<file path="src/rtl/mdu_seq.sv">
// mdu_seq: iterative multiply/divide sequencer with architectural HI/LO.
// Shift-add multiply and restoring divide run on magnitudes, one bit per
// cycle. A single FIX cycle then applies the sign correction and writes HI/LO.
// Optional build macro MDU_EARLY_OUT_EN lets an operation finish early:
// - a multiply stops once the remaining multiplier bits are zero;
// - a divide by zero goes straight to FIX.
module mdu_seq #(
  parameter int WIDTH = 32,
  parameter int CNT_W = 5
) (
  input  logic             clk,
  input  logic             reset,
  input  logic             start,
  input  logic [2:0]       MDCode,
  input  logic [WIDTH-1:0] A,
  input  logic [WIDTH-1:0] B,
  input  logic             flush,
  output logic             busy,
  output logic             done,
  output logic [WIDTH-1:0] HI,
  output logic [WIDTH-1:0] LO
);

  localparam logic [2:0] OP_MULT  = 3'b001;
  localparam logic [2:0] OP_MULTU = 3'b010;
  localparam logic [2:0] OP_DIV   = 3'b011;
  localparam logic [2:0] OP_DIVU  = 3'b100;
  localparam logic [2:0] OP_MTHI  = 3'b101;
  localparam logic [2:0] OP_MTLO  = 3'b110;

  typedef enum logic [1:0] {IDLE, CALC, FIX} state_t;

  state_t             state_reg, state_next;
  logic [CNT_W-1:0]   cnt_reg, cnt_next;
  logic [WIDTH:0]     acc_reg, acc_next;     // product upper half / remainder
  logic [WIDTH-1:0]   mq_reg, mq_next;       // multiplier / dividend-quotient
  logic [WIDTH-1:0]   opd_reg, opd_next;     // multiplicand / divisor magnitude
  logic               sign_a_reg, sign_a_next;
  logic               sign_b_reg, sign_b_next;
  logic               is_div_reg, is_div_next;
  logic               is_signed_reg, is_signed_next;
  logic [WIDTH-1:0]   hi_reg, hi_next;
  logic [WIDTH-1:0]   lo_reg, lo_next;
  logic               busy_reg, busy_next;
  logic               done_reg, done_next;

  // Operand capture: magnitudes for signed ops, raw bits for unsigned ops.
  logic               start_signed, start_div;
  logic [WIDTH-1:0]   a_cap, b_cap;
  assign start_signed = (MDCode == OP_MULT) || (MDCode == OP_DIV);
  assign start_div    = (MDCode == OP_DIV)  || (MDCode == OP_DIVU);
  assign a_cap = (start_signed && A[WIDTH-1]) ? ('0 - A) : A;
  assign b_cap = (start_signed && B[WIDTH-1]) ? ('0 - B) : B;

  // Multiply step: conditional add into the upper half, then shift right with carry.
  logic [WIDTH:0]     sum_mul;
  logic [WIDTH:0]     mul_acc_sh;
  logic [WIDTH-1:0]   mul_mq_sh;
  assign sum_mul    = acc_reg + (mq_reg[0] ? {1'b0, opd_reg} : '0);
  assign mul_acc_sh = {1'b0, sum_mul[WIDTH:1]};
  assign mul_mq_sh  = {sum_mul[0], mq_reg[WIDTH-1:1]};

  // Divide step: shift {rem, quo} left, trial-subtract the divisor.
  logic [WIDTH:0]     rem_sh, trial;
  logic               div_ok;
  assign rem_sh = {acc_reg[WIDTH-1:0], mq_reg[WIDTH-1]};
  assign trial  = rem_sh - {1'b0, opd_reg};
  assign div_ok = (rem_sh >= {1'b0, opd_reg});

  logic cnt_last, mul_last, calc_last;
  assign cnt_last = (cnt_reg == CNT_W'(WIDTH - 1));

  logic [2*WIDTH-1:0] prod_raw;
`ifdef MDU_EARLY_OUT_EN
  // Bits of the multiplier still unprocessed after this cycle's shift.
  logic [CNT_W:0]     steps;
  logic [WIDTH-1:0]   low_mask;
  assign steps    = {1'b0, cnt_reg} + (CNT_W+1)'(1);
  assign low_mask = {WIDTH{1'b1}} >> steps;
  assign mul_last = cnt_last || ((mul_mq_sh & low_mask) == '0);
  // An early exit leaves the product short of its final alignment.
  assign prod_raw = {acc_reg[WIDTH-1:0], mq_reg} >> (CNT_W'(WIDTH - 1) - cnt_reg);
`else
  assign mul_last = cnt_last;
  assign prod_raw = {acc_reg[WIDTH-1:0], mq_reg};
`endif
  assign calc_last = is_div_reg ? cnt_last : mul_last;

  // Sign correction; a zero divisor keeps the all-ones quotient.
  logic               neg_res;
  logic [2*WIDTH-1:0] prod_fix;
  logic [WIDTH-1:0]   quo_fix, rem_fix;
  assign neg_res  = is_signed_reg && (sign_a_reg ^ sign_b_reg);
  assign prod_fix = neg_res ? ('0 - prod_raw) : prod_raw;
  assign quo_fix  = (neg_res && (opd_reg != '0)) ? ('0 - mq_reg) : mq_reg;
  assign rem_fix  = (is_signed_reg && sign_a_reg) ? ('0 - acc_reg[WIDTH-1:0])
                                                  : acc_reg[WIDTH-1:0];

  // Next-state and datapath updates for the IDLE/CALC/FIX sequencer.
  always_comb begin
    state_next     = state_reg;
    cnt_next       = cnt_reg;
    acc_next       = acc_reg;
    mq_next        = mq_reg;
    opd_next       = opd_reg;
    sign_a_next    = sign_a_reg;
    sign_b_next    = sign_b_reg;
    is_div_next    = is_div_reg;
    is_signed_next = is_signed_reg;
    hi_next        = hi_reg;
    lo_next        = lo_reg;
    done_next      = 1'b0;
    case (state_reg)
      IDLE: begin
        if (start && !flush) begin
          case (MDCode)
            OP_MULT, OP_MULTU, OP_DIV, OP_DIVU: begin
              is_signed_next = start_signed;
              is_div_next    = start_div;
              sign_a_next    = A[WIDTH-1];
              sign_b_next    = B[WIDTH-1];
              acc_next       = '0;
              cnt_next       = '0;
              state_next     = CALC;
              if (start_div) begin
                opd_next = b_cap;
                mq_next  = a_cap;
              end else begin
                opd_next = a_cap;
                mq_next  = b_cap;
              end
`ifdef MDU_EARLY_OUT_EN
              if (start_div && (b_cap == '0)) begin
                acc_next   = {1'b0, a_cap};
                mq_next    = '1;
                state_next = FIX;
              end
`endif
            end
            OP_MTHI: begin
              hi_next   = A;
              done_next = 1'b1;
            end
            OP_MTLO: begin
              lo_next   = A;
              done_next = 1'b1;
            end
            default: ;
          endcase
        end
      end
      CALC: begin
        if (flush) begin
          state_next = IDLE;
        end else begin
          if (is_div_reg) begin
            acc_next = div_ok ? trial : rem_sh;
            mq_next  = {mq_reg[WIDTH-2:0], div_ok};
          end else begin
            acc_next = mul_acc_sh;
            mq_next  = mul_mq_sh;
          end
          if (calc_last) state_next = FIX;
          else           cnt_next   = cnt_reg + CNT_W'(1);
        end
      end
      FIX: begin
        state_next = IDLE;
        if (!flush) begin
          if (is_div_reg) begin
            lo_next = quo_fix;
            hi_next = rem_fix;
          end else begin
            {hi_next, lo_next} = prod_fix;
          end
          done_next = 1'b1;
        end
      end
      default: state_next = IDLE;
    endcase
  end

  assign busy_next = (state_next != IDLE);

  // State and datapath registers with asynchronous reset.
  always_ff @(posedge clk or posedge reset) begin
    if (reset) begin
      state_reg     <= IDLE;
      cnt_reg       <= '0;
      acc_reg       <= '0;
      mq_reg        <= '0;
      opd_reg       <= '0;
      sign_a_reg    <= 1'b0;
      sign_b_reg    <= 1'b0;
      is_div_reg    <= 1'b0;
      is_signed_reg <= 1'b0;
      hi_reg        <= '0;
      lo_reg        <= '0;
      busy_reg      <= 1'b0;
      done_reg      <= 1'b0;
    end else begin
      state_reg     <= state_next;
      cnt_reg       <= cnt_next;
      acc_reg       <= acc_next;
      mq_reg        <= mq_next;
      opd_reg       <= opd_next;
      sign_a_reg    <= sign_a_next;
      sign_b_reg    <= sign_b_next;
      is_div_reg    <= is_div_next;
      is_signed_reg <= is_signed_next;
      hi_reg        <= hi_next;
      lo_reg        <= lo_next;
      busy_reg      <= busy_next;
      done_reg      <= done_next;
    end
  end

  assign busy = busy_reg;
  assign done = done_reg;
  assign HI   = hi_reg;
  assign LO   = lo_reg;

endmodule
</file>
<file path="config.mk">
export PLATFORM = sky130hd
export DESIGN_NAME = mdu_seq
export DESIGN_NICKNAME = d
export VERILOG_FILES = /design/src/rtl/mdu_seq.sv
export SDC_FILE = /design/constraint.sdc
export NUM_CORES = 1
export LEC_CHECK = 0
export ABC_CLOCK_PERIOD_IN_PS = 6450
export CAP_MARGIN = 20
export CELL_PAD_IN_SITES_DETAIL_PLACEMENT = 1
export CELL_PAD_IN_SITES_GLOBAL_PLACEMENT = 1
export CORE_UTILIZATION = 37
export DETAILED_ROUTE_END_ITERATION = 16
export GPL_ROUTABILITY_DRIVEN = 0
export HOLD_SLACK_MARGIN = 0.1
export PLACE_DENSITY_LB_ADDON = 0.1
export SYNTH_ARGS = -nofsm -noshare
export SYNTH_HDL_FRONTEND = slang
export SYNTH_SLANG_ARGS = --single-unit
</file>
<file path="constraint.sdc">
create_clock -name clk -period 6.45 [get_ports clk]
set_input_delay 1.29 -clock clk [delete_from_list [all_inputs] [get_ports clk]]
set_output_delay 1.29 -clock clk [all_outputs]
set_load 0.005 [all_outputs]
</file>
==> run summary <==
Hold Startpoint: LO[21]$_DFFE_PP0P_
# H-tree levels: 4
design area: 17,700 um^2
CTS Root Cell: clkbuf_16
Slew HR: 0.308
Final #Nets: 2,184
crit path cell chain: inv_1, nor2_1, ha_1, and3_1, a211oi_1, a21oi_1, o31ai_2, o31ai_1, a221o_1, a2111oi_0, a311oi_1, o21ai_0
Layout Utilization: 0.435
Die ar.: 42,100 um^2
Boundary Pins: 137
routed via count: 15,561
maximum root-to-sink buffer count: 2
max reg flops: 33
Wirelength per Cell: 24.7 um
Die W: 205 um
Synth cell types: 87
Internal Power: 4.00 mW
DP Worst Slack: 1.94 ns
Worst-path clk slew: 0.07 ns
Clock power frac: 0.154
Syn Inst Count: 1,979
Seq pwr share: 0.268
fin cells: 2,587
commonest non-fill, non-tap cell in the layout: nand2_1
Area Overhead vs Synth: 16.1%
power density over the cells: 445 nW/um^2
fraction of layout cells with a size suffix above 1: 0.0463
GRT Util Overall: 0.309
Fin Hold WS: 0.477 ns
critical path peak fanout: 16
EDFF count, synth: 0
crit path DAT: 4.58 ns
Hold Fails Final Rpt: 0
clock period minus worst slack: 4.20 ns
Yosys Warn Count: 0
Max IR drop VDD: 0.000158 V
Sw Pwr: 3.89 mW
postcts setup bufs: 0
syn_area_per_cell: 7.71 um^2
max-cap viol count: 0
top-area cell type share of the netlist area: 0.285
sequential share of the synthesized area: 0.285
Worst Tran Pin Value: 1.04 ns
Final Power: 7.89 mW
most frequent cells in the layout: 264 x nand2_1, 237 x nor2_1, 173 x dfrtp_1
Final WS setup: 2.25 ns
Seq cells post-synth: 174
clk_lat worst skew: 0.46 ns
CP required: 6.83 ns
Final Max Tran Viols: 0
Cell Area, Synth: 15,300 um^2
Startpoint Class: flip-flop
Initial Utilization: 0.375
core area: 40,700 um^2
wire length of the first global-routing pass: 97,500 um
Net Sw Frac: 0.493
dpl cells: 2,554
antenna-violating nets left: 0
hpwl dp: 50,200 um
period utilization: 0.652
Setup TNS: 0 ns
post-cts resize count: 0
Post-synth ARST share: 1.00
PortBufs: 136
failing checks: design-rule violations
FMAX: 238 MHz
Cell Area, Placed: 17,100 um^2
leakage power: 7.39 nW
grt total ovfl: 0
initial antenna violation count: 2
detailed-route DRC error count: 1
Area contributors post-synth: dfrtp_1 29%, nand2_1 6.5%, nor2_1 5.9%
FP Rows: 74
setup violators final: 0
pin count of the biggest net entering global routing: 110
top_reg_cell synth: dfrtp_1
skew final: 0.0155 ns
reg2reg start: mq_reg[0]$_DFFE_PP0P_
TritonCTS Buffers: 17
unrepaired setup endpoints after global routing: false
CP Capture Type: flip-flop
Slowest Stage Delay on Critical Path: 0.53 ns
outcome: finished, violations left
chip height: 205 um
final wirelength: 63,900 um
Hold-fix buffers, CTS: 0
Setup CP Type: flip-flop to flip-flop
DRT iter0 DRCs: 1,085
Critical Path Source: mq_reg[0]$_DFFE_PP0P_
min-delay worst type: flip-flop to flip-flop
slowest CP cell: inv_1
combinational share of power: 0.579
Avg Vias per Cell: 6.02
area leader, netlist: dfrtp_1
Mapped Nets: 2,122
number of global-route vias before repair: 15,635
CTS Sinks: 174
DRT Pass-1 Iters: 11
CTS tree: done
## power groups by stage
stage / sequential, mW / combinational [mW] / clock, mW
2_1_floorplan: 1.76 / 3.34 / 0
3_3_place_gp: 2.09 / 4.45 / 0
3_5_place_dp: 2.11 / 4.52 / 0
4_1_cts: 2.09 / 4.55 / 1.23
5_1_grt: 2.16 / 5.04 / 1.26
6_report: 2.11 / 4.57 / 1.21
## cell families (layout without fill, tap and decap cells)
logic type               count (synthesis)  in the layout  synth area share
XOR/XNOR                               172            172            0.0987
flip-flops                             174            174             0.285
multiplexers                            49             49            0.0324
other                                    0              1                 0
adder cells (fa/ha/maj)                 72             72            0.0600
buffers and inverters                  185            260            0.0475
AO/OA/AOI/OAI                          615            615             0.263
AND/OR/NAND/NOR                        712            712             0.213
## path summary, 6_finish.rpt
check	end	slack, ns	cells after the start
setup / recovery	acc_reg[25]$_DFFE_PP0P_	2.25	12
max in group asynchronous	is_div_reg$_DFFE_PP0P_	4.04	3
setup reg to reg	acc_reg[25]$_DFFE_PP0P_	2.25	12
hold / removal	LO[21]$_DFFE_PP0P_	0.48	2
hold reg to reg	LO[21]$_DFFE_PP0P_	0.48	2
min in group asynchronous	HI[15]$_DFFE_PP0P_	1.29	2
## layout make-up
| type | count | area (um^2) |
|---|---|---|
| inverters | 71 | 272 |
| diodes | 1 | 2.50 |
| multi-input cells | 1620 | 10200 |
| flip-flops and latches | 174 | 4360 |
| repair buffers | 157 | 1530 |
| clock buffers | 18 | 429 |
| well taps | 532 | 666 |
| fillers | 5028 | 23000 |
| clock inverters | 14 | 226 |
## Yosys cell counts (11+ instances only)
cell and number:
clkbuf_1 94, and2_1 17, nand4_1 12, nor3_1 34, o21ai_0 142, a31oi_1 29
dfrtp_1 174, nand2_1 264, inv_1 71, a221oi_1 11, a21oi_1 159, xor2_1 71
a211oi_1 16, nor2_1 238, nor4_1 18, nor2b_1 12, nand3_1 24, o31ai_1 47
o211ai_1 12, o22ai_1 30, xnor2_1 101, nand2b_1 15, ha_1 70, a21o_1 26
and3_1 18, o221ai_1 31, mux2i_1 46, o21a_1 11
## worst max-delay path: cells and delay by family (launching register included)
kind                     cells  cell delay (ns)
flip-flops                   1             0.47
AND/OR/NAND/NOR              2             0.31
AO/OA/AOI/OAI                8             2.43
buffers and inverters        1             0.53
adder cells (fa/ha/maj)      1             0.38
## layer usage
metal  wire, um  share of wire  vias to the layer above  track usage
met4       2560          0.040                        0        0.136
met3       3760          0.059                       80       0.0544
li1           -              -                     7269            -
met5          0              0                        -            0
met1      29100           0.45                     7796        0.420
met2      28600           0.45                      416        0.479
Note: power is estimated with default switching activity, not from simulation.
